## src/rtl/vslc_spi_eeprom_fetch.sv

```systemverilog
// VSLC instruction-fetch front end: continuous SPI mode-0 EEPROM READ stream.
// Optional wake frame (0xAB) before the first READ: define VSLC_EEPROM_WAKE_EN.
module vslc_spi_eeprom_fetch #(
    parameter int          ADDR_W          = 10,
    parameter int          FRAME_ADDR_BITS = 16,
    parameter int          CS_IDLE_TICKS   = 2,
    parameter logic [7:0]  READ_CMD        = 8'h03
) (
    input  logic              clk,
    input  logic              rst,
    input  logic              tick,
    input  logic              restart,
    input  logic [ADDR_W-1:0] start_addr,
    input  logic              hold_n,
    input  logic              cipo,
    output logic              cs_n,
    output logic              sck,
    output logic              copi,
    output logic              byte_valid,
    output logic [7:0]        byte_data,
    output logic [ADDR_W-1:0] byte_addr
);

    localparam int SH_W = 8 + FRAME_ADDR_BITS;
    localparam int BC_W = $clog2(SH_W + 1);
    localparam int IC_W = $clog2(CS_IDLE_TICKS + 1);
    localparam logic [7:0] WAKE_CMD = 8'hAB;

    typedef enum logic [2:0] {
        S_DESEL,
        S_SELECT,
        S_SHIFT,
        S_DATA,
        S_HOLD
    } state_t;

    state_t            state;
    logic [IC_W-1:0]   idle_cnt;
    logic [ADDR_W-1:0] addr_cnt;
    logic [SH_W-2:0]   tx_sh;
    logic [BC_W-1:0]   bit_cnt;
    logic [BC_W-1:0]   last_bit;
    logic [7:0]        rx_sh;
    logic              in_wake;
    logic              wake_pend;
    logic              frame_end;
    logic [SH_W-1:0]   read_frame;
    logic [SH_W-1:0]   wake_frame;
    logic [SH_W-1:0]   next_frame;

    assign read_frame = {READ_CMD, FRAME_ADDR_BITS'(start_addr)};
    assign wake_frame = {WAKE_CMD, {FRAME_ADDR_BITS{1'b0}}};
    assign next_frame = wake_pend ? wake_frame : read_frame;
    assign last_bit   = in_wake ? BC_W'(7) : BC_W'(SH_W - 1);
    assign frame_end  = sck && (bit_cnt == last_bit);

`ifdef VSLC_EEPROM_WAKE_EN
    logic wake_done;
    logic shift_done;

    assign wake_pend  = ~wake_done;
    assign shift_done = tick && !restart &&
                        (state == S_SHIFT) && frame_end;

    // Wake frame is reissued after any abort until one completes.
    always_ff @(posedge clk or posedge rst) begin
        if (rst) begin
            wake_done <= 1'b0;
        end else if (shift_done && in_wake) begin
            wake_done <= 1'b1;
        end
    end
`else
    assign wake_pend = 1'b0;
`endif

    // Frame sequencer: deselect gap, command/address shift, byte stream.
    always_ff @(posedge clk or posedge rst) begin
        if (rst) begin
            state      <= S_DESEL;
            idle_cnt   <= '0;
            addr_cnt   <= '0;
            tx_sh      <= '0;
            bit_cnt    <= '0;
            rx_sh      <= '0;
            in_wake    <= 1'b0;
            cs_n       <= 1'b1;
            sck        <= 1'b0;
            copi       <= 1'b0;
            byte_valid <= 1'b0;
            byte_data  <= '0;
            byte_addr  <= '0;
        end else begin
            byte_valid <= 1'b0;
            if (restart) begin
                state    <= S_DESEL;
                idle_cnt <= '0;
                bit_cnt  <= '0;
                rx_sh    <= '0;
                cs_n     <= 1'b1;
                sck      <= 1'b0;
                copi     <= 1'b0;
            end else if (tick) begin
                unique case (state)
                    S_DESEL: begin
                        cs_n <= 1'b1;
                        sck  <= 1'b0;
                        copi <= 1'b0;
                        if (int'(idle_cnt) + 1 >= CS_IDLE_TICKS) begin
                            idle_cnt <= '0;
                            bit_cnt  <= '0;
                            state    <= S_SELECT;
                            cs_n     <= 1'b0;
                            in_wake  <= wake_pend;
                            copi     <= next_frame[SH_W-1];
                            tx_sh    <= next_frame[SH_W-2:0];
                            addr_cnt <= start_addr;
                        end else begin
                            idle_cnt <= idle_cnt + IC_W'(1);
                        end
                    end
                    S_SELECT: begin
                        state <= S_SHIFT;
                    end
                    S_SHIFT: begin
                        if (!sck) begin
                            sck <= 1'b1;
                        end else begin
                            sck <= 1'b0;
                            if (frame_end) begin
                                copi    <= 1'b0;
                                bit_cnt <= '0;
                                if (in_wake) begin
                                    state <= S_DESEL;
                                    cs_n  <= 1'b1;
                                end else begin
                                    state <= S_DATA;
                                end
                            end else begin
                                bit_cnt <= bit_cnt + BC_W'(1);
                                copi    <= tx_sh[SH_W-2];
                                tx_sh   <= {tx_sh[SH_W-3:0], 1'b0};
                            end
                        end
                    end
                    S_DATA: begin
                        if (!sck) begin
                            sck   <= 1'b1;
                            rx_sh <= {rx_sh[6:0], cipo};
                        end else begin
                            sck <= 1'b0;
                            if (bit_cnt == BC_W'(7)) begin
                                bit_cnt    <= '0;
                                byte_valid <= 1'b1;
                                byte_data  <= rx_sh;
                                byte_addr  <= addr_cnt;
                                addr_cnt   <= addr_cnt + ADDR_W'(1);
                                if (!hold_n) begin
                                    state <= S_HOLD;
                                end
                            end else begin
                                bit_cnt <= bit_cnt + BC_W'(1);
                            end
                        end
                    end
                    S_HOLD: begin
                        if (hold_n) begin
                            state <= S_DATA;
                        end
                    end
                    default: begin
                        state <= S_DESEL;
                    end
                endcase
            end
        end
    end

endmodule

```

## config.mk

```make
export PLATFORM = sky130hd
export DESIGN_NAME = vslc_spi_eeprom_fetch
export DESIGN_NICKNAME = d
export VERILOG_FILES = /design/src/rtl/vslc_spi_eeprom_fetch.sv
export SDC_FILE = /design/constraint.sdc
export NUM_CORES = 1
export LEC_CHECK = 0
export CORE_UTILIZATION = 50
export CTS_BUF_LIST = sky130_fd_sc_hd__clkbuf_8
export CTS_CLUSTER_SIZE = 30
export DETAILED_ROUTE_END_ITERATION = 8
export GPL_TIMING_DRIVEN = 0
export PLACE_DENSITY = 0.76
export SYNTH_ARGS = -nofsm -noshare
export SYNTH_HDL_FRONTEND = slang
export SYNTH_SLANG_ARGS = --single-unit
export TNS_END_PERCENT = 100
```

## constraint.sdc

```tcl
create_clock -name clk -period 2.3 [get_ports clk]
set_input_delay 0.46 -clock clk [delete_from_list [all_inputs] [get_ports clk]]
set_output_delay 0.46 -clock clk [all_outputs]
set_load 0.02 [all_outputs]
```

Word-level counts from Yosys, hierarchy flattened
Cells that the tools add are included.
- memories: 0
- bits in writable memories: 0
- logic and storage cells: 111
- input port bits: 16
- bits in latches: 0
- register bits after elaboration: 73
- ROM bits: 0
- magnitude comparators: 1
- $mul: 0
- reduce and logical (&&, ||, !) cells: 21
- shift operators: 0
- equality and inequality tests: 20
- bitwise logic cells: 1
- add/subtract/negate cells: 4
- divide/modulo/power cells: 0
- multiplexer cells: 52
- operator list (kind ; count):
    23-bit 2-to-1 mux ; 3
    23-bit one-hot mux with 2 select lines ; 1
    5-bit 2-to-1 mux ; 7
    8-bit 2-to-1 mux ; 4
    10-bit 2-to-1 mux ; 3
    3-bit 2-to-1 mux ; 9
    3-bit inequality test, second input constant ; 7
    10-bit one-hot mux with 2 select lines ; 1
    1-bit 2-to-1 mux ; 16
    3-bit one-hot mux with 5 select lines ; 1
    5-bit one-hot mux with 3 select lines ; 1
    5-bit AND reduction ; 3
    2-bit inequality test, second input constant ; 7
    6-bit AND reduction ; 2
    10-bit by 1-bit adder with 10-bit output, second input constant ; 1
    2-bit nonzero test ; 5
    2-bit 2-to-1 mux ; 4
    8-bit AND reduction ; 1
    3-bit by 2-bit == test with 1-bit output, second input constant ; 2
    3-bit AND reduction ; 2
    3-bit nonzero test ; 2
    5-bit by 1-bit adder with 5-bit output, second input constant ; 1
    5-bit by 3-bit == test with 1-bit output, second input constant ; 1
    5-bit == test, second input constant ; 1
    12 further kinds ; 14

Longest topological paths before layout
Gate-level depths: netlist of the first run.
- depth in word-level cells: 7
- depth in mapped cells: 7
- gate-level depth less buffers: 6

Worst setup path after synthesis of the first run
No wires, ideal clock.
- path type: reg-to-reg
- start point: register bit_cnt[0]
- end point: register tx_sh[16]
- arrival: 1.714 ns
- period minus slack after synthesis: 1.839 ns
- setup slack: 0.461 ns
- stages on the path, launching flop included: 8
- data required time: 2.175 ns
- buffers on the path: 2
- path through: dfrtp_1 ha_1 and4b_1 a21oi_1 o211a_1 buf_2 buf_6 mux2_4
- cells in the longest elaborated chain, start to end: 4
- ends and longest elaborated chain (element ; line ; source):
    from (decl) ; 41 ; logic [BC_W-1:0] bit_cnt;
    from (signal assigned) ; 140 ; bit_cnt <= bit_cnt + BC_W'(1);
    from (signal assigned) ; 162 ; bit_cnt <= bit_cnt + BC_W'(1);
    5-bit == test ; 55 ; assign frame_end = sck && (bit_cnt == last_bit);
    1-bit logical AND ; 55 ;
    2-bit inequality test (no source line) ; - ;
    6-bit AND reduction (no source line) ; - ;
    to (signal assigned) ; 116 ; tx_sh <= next_frame[SH_W-2:0];
    to (signal assigned) ; 142 ; tx_sh <= {tx_sh[SH_W-3:0], 1'b0};
    to (decl) ; 40 ; logic [SH_W-2:0] tx_sh;
Every way passes these cells.
A chain may end at the register's enable or synchronous reset.

Final worst setup path of the first run
- start point: input port restart
- end point: register bit_cnt[3]
- cells in the longest elaborated chain, start to end: 2
- elaborated cells between the ends (all ways): 7
- ends and longest elaborated chain (element ; line ; source):
    from (decl) ; 12 ; input logic restart,
    3-bit inequality test (no source line) (tied with other cells) ; - ;
    5-bit AND reduction (no source line) ; - ;
Several ways; a longest one is shown, not always the timed one.

==> flow_metrics.py, run 1 <==
metrics = {
    "critical_path": {
        "critPathMaxFanout": 10,
        "start_kind": "input pin",
        "critPathArrivalTime_ps": 2430,
        "crit_chain": "clkdlybuf4s50_1 > buf_2 > or3b_4 > a31oi_1 > o2111ai_1 > mux2i_1",
        "end_kind": "flip-flop",
        "slowest_delay_ps": 480,
        "crit_slowest_cell": "clkdlybuf4s50_1",
        "crit_required_ps": 2560,
        "worst-setup-path-type": "input pin to flip-flop",
    },
    "sta": {
        "finalSetupViolations": 0,
        "fmax_ghz": 0.461,
        "relSlewSlack": 0.426,
        "finalHoldWorstSlack_ps": 506,
        "finalCritPeriodShare": 0.942,
        "rsz0062_at_grt": "no",
        "finalHoldViolCount": 0,
        "slew_viol_final": 0,
        "tightest_slew_ps": 859,
        "worst_clock_skew_ps": 11.5,
        "fin_crit_ps": 2170,
    },
    "synthesis": {
        "syn_nets": 345,
        "synth_cell_types": 57,
        "synth_ff_type": "dfrtp_1",
        "synthTopCellsByArea": "dfrtp_1, mux2_4, mux2_2, mux2i_1, nand2_1",
        "avgSynthCellArea_sq_um": 11.3,
        "yosysSeqAreaShare": 0.495,
        "synthTopCellsByCount": "dfrtp_1, nand2_1, mux2i_1, mux2_2, inv_1",
        "ys_ff_latch": 73,
        "synth_edf_count": 0,
        "async_flop_share": 1.00,
        "yosysWarnings": 0,
        "postSynthCellCount": 326,
        "yosysTopAreaCell": "dfrtp_1",
        "synth_top_area_frac": 0.488,
        "synth_most_common_cell": "dfrtp_1",
        "netlist_area_sq_um": 3690,
    },
    "die": {
        "start_util": 0.529,
        "ios": 38,
        "row_count": 30,
        "chipWidth_microns": 88.0,
        "die_h_microns": 88.0,
        "die_area_sq_um": 7740,
        "core_sq_um": 6980,
    },
    "power": {
        "ir_worst_vdd_mv": 0.481,
        "powerDensity_nw_per_um2": 915,
        "power_leakage_uw": 0.00189,
    },
    "clock_network": {
        "htree_levels": 3,
        "cts_tree": "yes",
        "clkTransAtPathRegs_ps": 80,
        "numClockSinks": 73,
        "root_buffer": "clkbuf_8",
        "cts_buffer_depth": 2,
        "cts_buffers": 9,
        "clock_latency_ps": 340,
    },
    "layout": {
        "multi_input_area_sq_um": 1690,
        "finish.utilization": 0.632,
        "regArea_sq_um": 1830,
        "drive_gt1_frac": 0.218,
        "nets": 395,
        "fillCellCount": 587,
        "area_delta_synth_final_pct": 19.5,
        "antenna_cells": 0,
    },
    "grt": {
        "antenna_found_initial": 0,
        "grt_pass1_wl_mm": 12.6,
        "track_usage": 0.213,
        "grt_max_degree": 42,
        "grt_overflow_total": 0,
        "grt_pass1_vias": 2596,
    },
    "worst_hold_path": {
        "hold_class": "flip-flop to flip-flop",
    },
    "run_status": {
        "outcome": "complete, no violations",
    },
    "drt": {
        "vias_per_cell": 5.57,
        "ant_nets": 0,
        "vias": 2658,
        "first_pass_iters": 4,
        "drt_wl_total_mm": 7.38,
        "drc": 0,
        "drt-initial-drc-count": 105,
        "wl_per_cell_microns": 15.5,
    },
    "placement": {
        "hpwl_mm": 5.19,
        "gp_congestion": 0.924,
        "port_buffers": 37,
    },
    "flow_run": {
        "drv_cap": 0,
    },
}
-- final timing paths --
path | cells after the start | endpoint | start | slack, ps
max reg2reg | 5 | addr_cnt[9] | bit_cnt[0] | 150
min in group asynchronous | 2 | bit_cnt[3] | rst | 630
min reg2reg | 1 | tx_sh[8] | tx_sh[8] | 510
max in group asynchronous | 3 | tx_sh[19] | rst | 1030
min | 1 | tx_sh[8] | tx_sh[8] | 510
max | 6 | bit_cnt[3] | restart | 130
-- stage by stage --
stage                     instances  total power [uW]  worst slack, ps  setup TNS [ps]  area [sq um]
after floorplan                 326              2790              461               0          3700
after global placement          459              3060             -391           -8970          4190
after detailed placement        460              3100             -361           -8810          4210
after CTS                       476              4060             95.4               0          4410
after global routing            477              4320             25.6               0          4410
final                           477              4040              132               0          4410
-- critical path, delay by kind of cell --
kind,cells,cell delay (ps)
AO/OA/AOI/OAI,2,670
buffers and inverters,2,700
multiplexers,1,180
AND/OR/NAND/NOR,1,410
-- logic make-up (layout without fill, tap and decap cells) --
| kind of cell | count (synthesis) | after routing | synth area share |
|---|---|---|---|
| muxes | 61 | 61 | 0.197 |
| and+or+nand+nor | 87 | 87 | 0.131 |
| AOI/OAI and AO/OA | 65 | 65 | 0.118 |
| DFF | 73 | 73 | 0.495 |
| adders and majority gates | 3 | 3 | 0.0102 |
| buffers and inverters | 37 | 92 | 0.0494 |
-- what timing repair did --
action	in CTS	in global routing
gates resized for setup	1	0
buffers inserted	0	1
endpoints found under the hold margin	0	0
hold buffers	0	0
pin swaps	0	1
endpoints found under the setup margin	8	16
-- registers in the layout (all words and copies together) (netlist names) --
register,cells
state,3
byte_addr,10
rx_sh,8
copi,1
addr_cnt,10
cs_n,1
byte_valid,1
sck,1
idle_cnt,2
byte_data,8
tx_sh,23
bit_cnt,5
-- layout by cell type, fill, tap and decap left out, types with 4 or more instances in the layout --
cell type        Yosys  routed
dfrtp_1             72      72
clkdlybuf4s50_1      0      37
nand2_1             25      25
mux2i_1             22      22
mux2_2              21      21
inv_1               19      18
mux2_4              18      18
nor2_1              17      17
a21oi_1             16      16
o21ai_0             13      13
clkbuf_8             0      12
nand3_1              9       9
clkbuf_1             7       7
buf_2                5       5
or2_2                5       5
a31oi_1              5       5
o22ai_1              5       5
buf_4                3       4
-- routing by layer --
layer  track usage  vias to the layer above  share of wire  wire, microns
met4        0.0760                        0          0.012             87
met2         0.336                       76           0.47           3470
li1              -                     1273              -              -
met1         0.295                     1299           0.47           3480
met5             0                        -              0              0
met3        0.0386                       10          0.046            339
-- report_power, final --
group	switching (uW)	internal, uW	total, uW
Combinational	639	593	1230
Clock	468	478	947
Sequential	242	1620	1860
-- area by class of cell --
class,count,share of cell area
Buffer,18,0.0252
Clock buffer,12,0.0374
Clock inverter,4,0.00595
Inverter,19,0.0170
Multi-Input combinational cell,216,0.383
Sequential cell,73,0.414
Tap cell,96,0.0272
Timing Repair Buffer,39,0.0901
Power figures use the tool's default switching activity.
==> run 2: changes to the inputs <==
- CAP_MARGIN: not set -> 20
==> run 2 against run 1 <==
Compared with the run above: core utilization unchanged; routed wire length unchanged; die area unchanged; clock power about the same; setup slack unchanged; first-iteration DRC count unchanged; via count unchanged; highest routed layer unchanged.
==> flow_metrics.py, run 2 (synthesized netlist as in run 1, its figures left out) <==
metrics = {
    "layout": {
        "top_register": "tx_sh",
        "area_delta_synth_final_pct": 19.5,
        "reg.largest.list": "tx_sh x23, addr_cnt x10, byte_addr x10",
        "layout_common_cells": "dfrtp_1, clkdlybuf4s50_1, nand2_1, mux2i_1, mux2_2",
        "nets": 395,
        "fin_area_sq_um": 4410,
        "antenna_cells": 0,
        "fillCellCount": 587,
        "layout_commonest_cell": "dfrtp_1",
        "largest_reg_flops": 23,
        "drive_gt1_frac": 0.218,
    },
    "drt": {
        "ant_nets": 0,
        "vias_per_cell": 5.57,
        "wl_per_cell_microns": 15.5,
        "drc": 0,
        "drt_wl_total_mm": 7.38,
        "vias": 2658,
        "drt-initial-drc-count": 105,
        "first_pass_iters": 4,
    },
    "worst_hold_path": {
        "min-delay-start": "tx_sh[8]",
        "hold_depth": 1,
        "min_to": "tx_sh[8]",
        "hold_class": "flip-flop to flip-flop",
    },
    "grt": {
        "grt_pass1_wl_mm": 12.6,
        "grt_max_degree": 42,
        "grt_overflow_total": 0,
        "grt_util_met2": 0.336,
        "track_usage": 0.213,
        "grt_pass1_vias": 2596,
        "use_met3": 0.0386,
        "antenna_found_initial": 0,
        "grt.busiest_layer": "met2",
        "grt_use_met1": 0.295,
    },
    "clock_network": {
        "cts_tree": "yes",
        "cts_buffers": 9,
        "cts_buffer_depth": 2,
        "htree_levels": 3,
        "numClockSinks": 73,
        "root_buffer": "clkbuf_8",
        "clock_latency_ps": 340,
        "clkTransAtPathRegs_ps": 80,
    },
    "critical_path": {
        "crit_slowest_cell": "clkdlybuf4s50_1",
        "crit_chain": "clkdlybuf4s50_1 > buf_2 > or3b_4 > a31oi_1 > o2111ai_1 > mux2i_1",
        "r2r_cells": 5,
        "r2r_setup_slack_ps": 150,
        "r2r_end": "addr_cnt[9]",
        "critPathMaxFanout": 10,
        "worst-setup-path-type": "input pin to flip-flop",
        "start_kind": "input pin",
        "critPathArrivalTime_ps": 2430,
        "crit_required_ps": 2560,
        "path_delay_family": "buffers and inverters",
        "slowest_delay_ps": 480,
        "path_buf_inv": 2,
        "end_kind": "flip-flop",
        "timing.rr.start": "bit_cnt[0]",
    },
    "sta": {
        "finalHoldWorstSlack_ps": 506,
        "finalSetupViolations": 0,
        "relSlewSlack": 0.426,
        "finalCritPeriodShare": 0.942,
        "worst_clock_skew_ps": 11.5,
        "rsz0062_at_grt": "no",
        "fin_setup_tns_ps": 0,
        "fin_crit_ps": 2170,
        "finalHoldViolCount": 0,
        "fmax_ghz": 0.461,
        "slew_viol_final": 0,
        "timing.final.ws_setup_ps": 132,
        "tightest_slew_ps": 859,
    },
    "placement": {
        "dpl_cell_area_sq_um": 4210,
        "hpwl_mm": 5.19,
        "port_buffers": 37,
        "gp_congestion": 0.924,
        "pre_cts_ws_ps": -361,
    },
    "run_status": {
        "outcome": "complete, no violations",
    },
    "die": {
        "die_area_sq_um": 7740,
        "die_h_microns": 88.0,
        "chipWidth_microns": 88.0,
        "row_count": 30,
        "start_util": 0.529,
        "core_sq_um": 6980,
        "ios": 38,
    },
    "flow_run": {
        "drv_cap": 0,
    },
    "power": {
        "power_leakage_uw": 0.00189,
        "ir_worst_vdd_mv": 0.481,
        "powerDensity_nw_per_um2": 915,
    },
}
-- run 2: cell counts in the layout (fill, tap and decap cells not counted) --
No cell type changed its count.
-- run 2: per-stage QoR --
step	instances	utilization	total power, uW
2_1_floorplan	326	-	2790
3_3_place_gp	459	0.600	3060
3_5_place_dp	460	0.603	3100
4_1_cts	476	0.631	4060
5_1_grt	477	0.632	4320
6_report	477	0.632	4040
-- run 2: layout make-up --
type | instances | area (sq um) | area share
Inverter | 19 | 75.1 | 0.0170
Buffer | 18 | 111 | 0.0252
Clock inverter | 4 | 26.3 | 0.00595
Sequential cell | 73 | 1830 | 0.414
Tap cell | 96 | 120 | 0.0272
Timing Repair Buffer | 39 | 398 | 0.0901
Clock buffer | 12 | 165 | 0.0374
Multi-Input combinational cell | 216 | 1690 | 0.383
-- run 2: worst max-delay path by stage --
stage | start | endpoint | cells past startpoint
final | restart | bit_cnt[3] | 6
after CTS | tick | tx_sh[17] | 6
after global placement | tick | tx_sh[4] | 6
after global routing | restart | byte_addr[5] | 6
after floorplan | bit_cnt[0] | tx_sh[16] | 7
after detailed placement | tick | tx_sh[6] | 6
-- run 2: worst reg2reg max path, stage by stage, from the launching register on --
cell	delay (ps)
dfrtp_1	390
ha_1	270
nand4b_1	300
o31ai_2	670
nand3_1	170
a22o_1	260
-- run 2: what timing repair did --
item | 4_1_cts | 5_1_grt
setup buffers | 0 | 1
cloned | 0 | 0
resized for setup | 1 | 0
pin swaps | 0 | 1
hold buffers | 0 | 0
setup endpoints to repair | 8 | 16
hold endpoints to repair | 0 | 0
-- run 2: power by group --
part           switching, uW  internal [uW]
sequential               242           1620
combinational            639            593
clock                    468            478
total                   1350           2690
-- run 2: per-layer routing --
| metal | up-vias | share of wire |
|---|---|---|
| met2 | 76 | 0.47 |
| met5 | - | 0 |
| li1 | 1273 | - |
| met3 | 10 | 0.046 |
| met4 | 0 | 0.012 |
| met1 | 1299 | 0.47 |
==> run 3: changes to the inputs <==
- CTS_CLUSTER_DIAMETER: not set -> 50
- PLACE_DENSITY: 0.76 -> 0.74
- clock period: 2.3 -> 2.4 ns (I/O delays scaled with it)
==> run 3 against run 2 <==
Compared with the run above: final area decreased by 0.54%; core utilization decreased by 0.34 points; setup slack improved by 55 ps; via count decreased by 0.68%; sequential share of layout area increased by 0.22 points; power decreased by 2.8%; hold slack improved by 1.0 ps; final cell count decreased by 0.42%; sequential cell count unchanged; highest routed layer unchanged.
==> flow_metrics.py, run 3 (synthesized netlist as in run 1, its figures left out) <==
metrics = {
    "run_status": {
        "outcome": "complete, no violations",
    },
    "sta": {
        "rsz0062_at_grt": "no",
        "finalCritPeriodShare": 0.922,
        "finalHoldViolCount": 0,
        "fin_setup_tns_ps": 0,
        "fin_crit_ps": 2210,
        "worst_clock_skew_ps": 8.35,
        "fmax_ghz": 0.452,
        "tightest_slew_ps": 889,
        "finalSetupViolations": 0,
        "relSlewSlack": 0.407,
        "slew_viol_final": 0,
    },
    "die": {
        "row_count": 30,
        "die_area_sq_um": 7740,
        "die_h_microns": 88.0,
        "start_util": 0.529,
        "chipWidth_microns": 88.0,
        "core_sq_um": 6980,
        "ios": 38,
    },
    "clock_network": {
        "clock_latency_ps": 340,
        "root_buffer": "clkbuf_8",
        "cts.repair_timing.setup_buffer_count": 0,
        "cts_tree": "yes",
        "ctsHoldBuffers": 0,
        "cts_resized": 0,
        "htree_levels": 3,
        "cts_buffers": 9,
        "clkTransAtPathRegs_ps": 70,
        "numClockSinks": 73,
        "cts_buffer_depth": 2,
    },
    "power": {
        "total_power_uw": 3930,
        "ir_worst_vdd_mv": 0.389,
        "power_leakage_uw": 0.00188,
        "powerDensity_nw_per_um2": 894,
    },
    "flow_run": {
        "drv_cap": 0,
    },
    "layout": {
        "fin_area_sq_um": 4390,
        "largest_reg_flops": 23,
        "reg.largest.list": "tx_sh x23, addr_cnt x10, byte_addr x10",
        "nets": 393,
        "area_delta_synth_final_pct": 18.8,
        "drive_gt1_frac": 0.211,
        "layout_common_cells": "dfrtp_1, clkdlybuf4s50_1, nand2_1, mux2i_1, mux2_2",
        "layout_commonest_cell": "dfrtp_1",
        "top_register": "tx_sh",
        "antenna_cells": 0,
    },
    "grt": {
        "grt_pass1_vias": 2578,
        "grt_overflow_total": 0,
        "antenna_found_initial": 0,
        "grt_pass1_wl_mm": 12.4,
        "track_usage": 0.213,
        "grt_max_degree": 74,
    },
    "drt": {
        "drt_wl_total_mm": 7.44,
        "met2_length_mm": 3.44,
        "routed-wl-met3_microns": 281,
        "wl_per_cell_microns": 15.7,
        "top_layer": "met4",
        "drt-initial-drc-count": 231,
        "vias": 2640,
        "drc": 0,
        "wl_met1_mm": 3.62,
        "vias_per_cell": 5.56,
        "first_pass_iters": 5,
        "ant_nets": 0,
    },
    "placement": {
        "dpl_cell_area_sq_um": 4190,
        "port_buffers": 37,
        "gp_congestion": 0.835,
        "hpwl_mm": 5.23,
    },
    "critical_path": {
        "critPathArrivalTime_ps": 2440,
        "crit_required_ps": 2630,
        "critPathMaxFanout": 10,
        "r2r_cells": 5,
        "end_kind": "flip-flop",
        "worst-setup-path-type": "input pin to flip-flop",
        "start_kind": "input pin",
    },
    "worst_hold_path": {
        "hold_class": "flip-flop to flip-flop",
        "hold_depth": 1,
    },
}
==> run 3: cell type report <==
cell class              count  area, sq um
clock buffers              10          138
inverters                  19         73.8
multi-input cells         216         1690
fillers                   584         2590
plain buffers              18          111
flip-flops and latches     73         1830
well taps                  96          120
repair buffers             37          370
clock inverters             6         58.8
==> run 3: through the flow <==
stage | hold slack (ps) | util | setup slack, ps | instances
2_1_floorplan | 472 | - | 68.4 | 326
6_report | 507 | 0.629 | 187 | 475
4_1_cts | 508 | 0.628 | 74.4 | 475
3_3_place_gp | 485 | 0.599 | -1100 | 459
3_5_place_dp | 491 | 0.600 | -285 | 459
5_1_grt | 524 | 0.629 | 108 | 475
==> run 3: critical path: stages <==
cell	delay (ps)
clkdlybuf4s50_1	660
nor3b_4	420
o211a_1	200
buf_2	160
buf_6	200
mux2_4	310
==> run 3: worst paths after layout <==
check	from	endpoint	slack, ps
setup / recovery	tick	tx_sh[6]	190
min in group asynchronous	rst	byte_data[1]	680
setup reg to reg	bit_cnt[0]	byte_data[0]	220
hold reg to reg	byte_addr[3]	byte_addr[3]	510
max in group asynchronous	rst	byte_addr[2]	1140
hold / removal	byte_addr[3]	byte_addr[3]	510
==> run 3: power breakdown <==
part           internal (uW)  switching (uW)
Sequential              1550             241
Combinational            562             623
Clock                    501             449
Total                   2610            1310
==> run 3: metal layers <==
layer	global-route usage	vias up
li1	-	1267
met1	0.290	1298
met2	0.335	67
met3	0.0471	8
met4	0.0805	0
met5	0	-
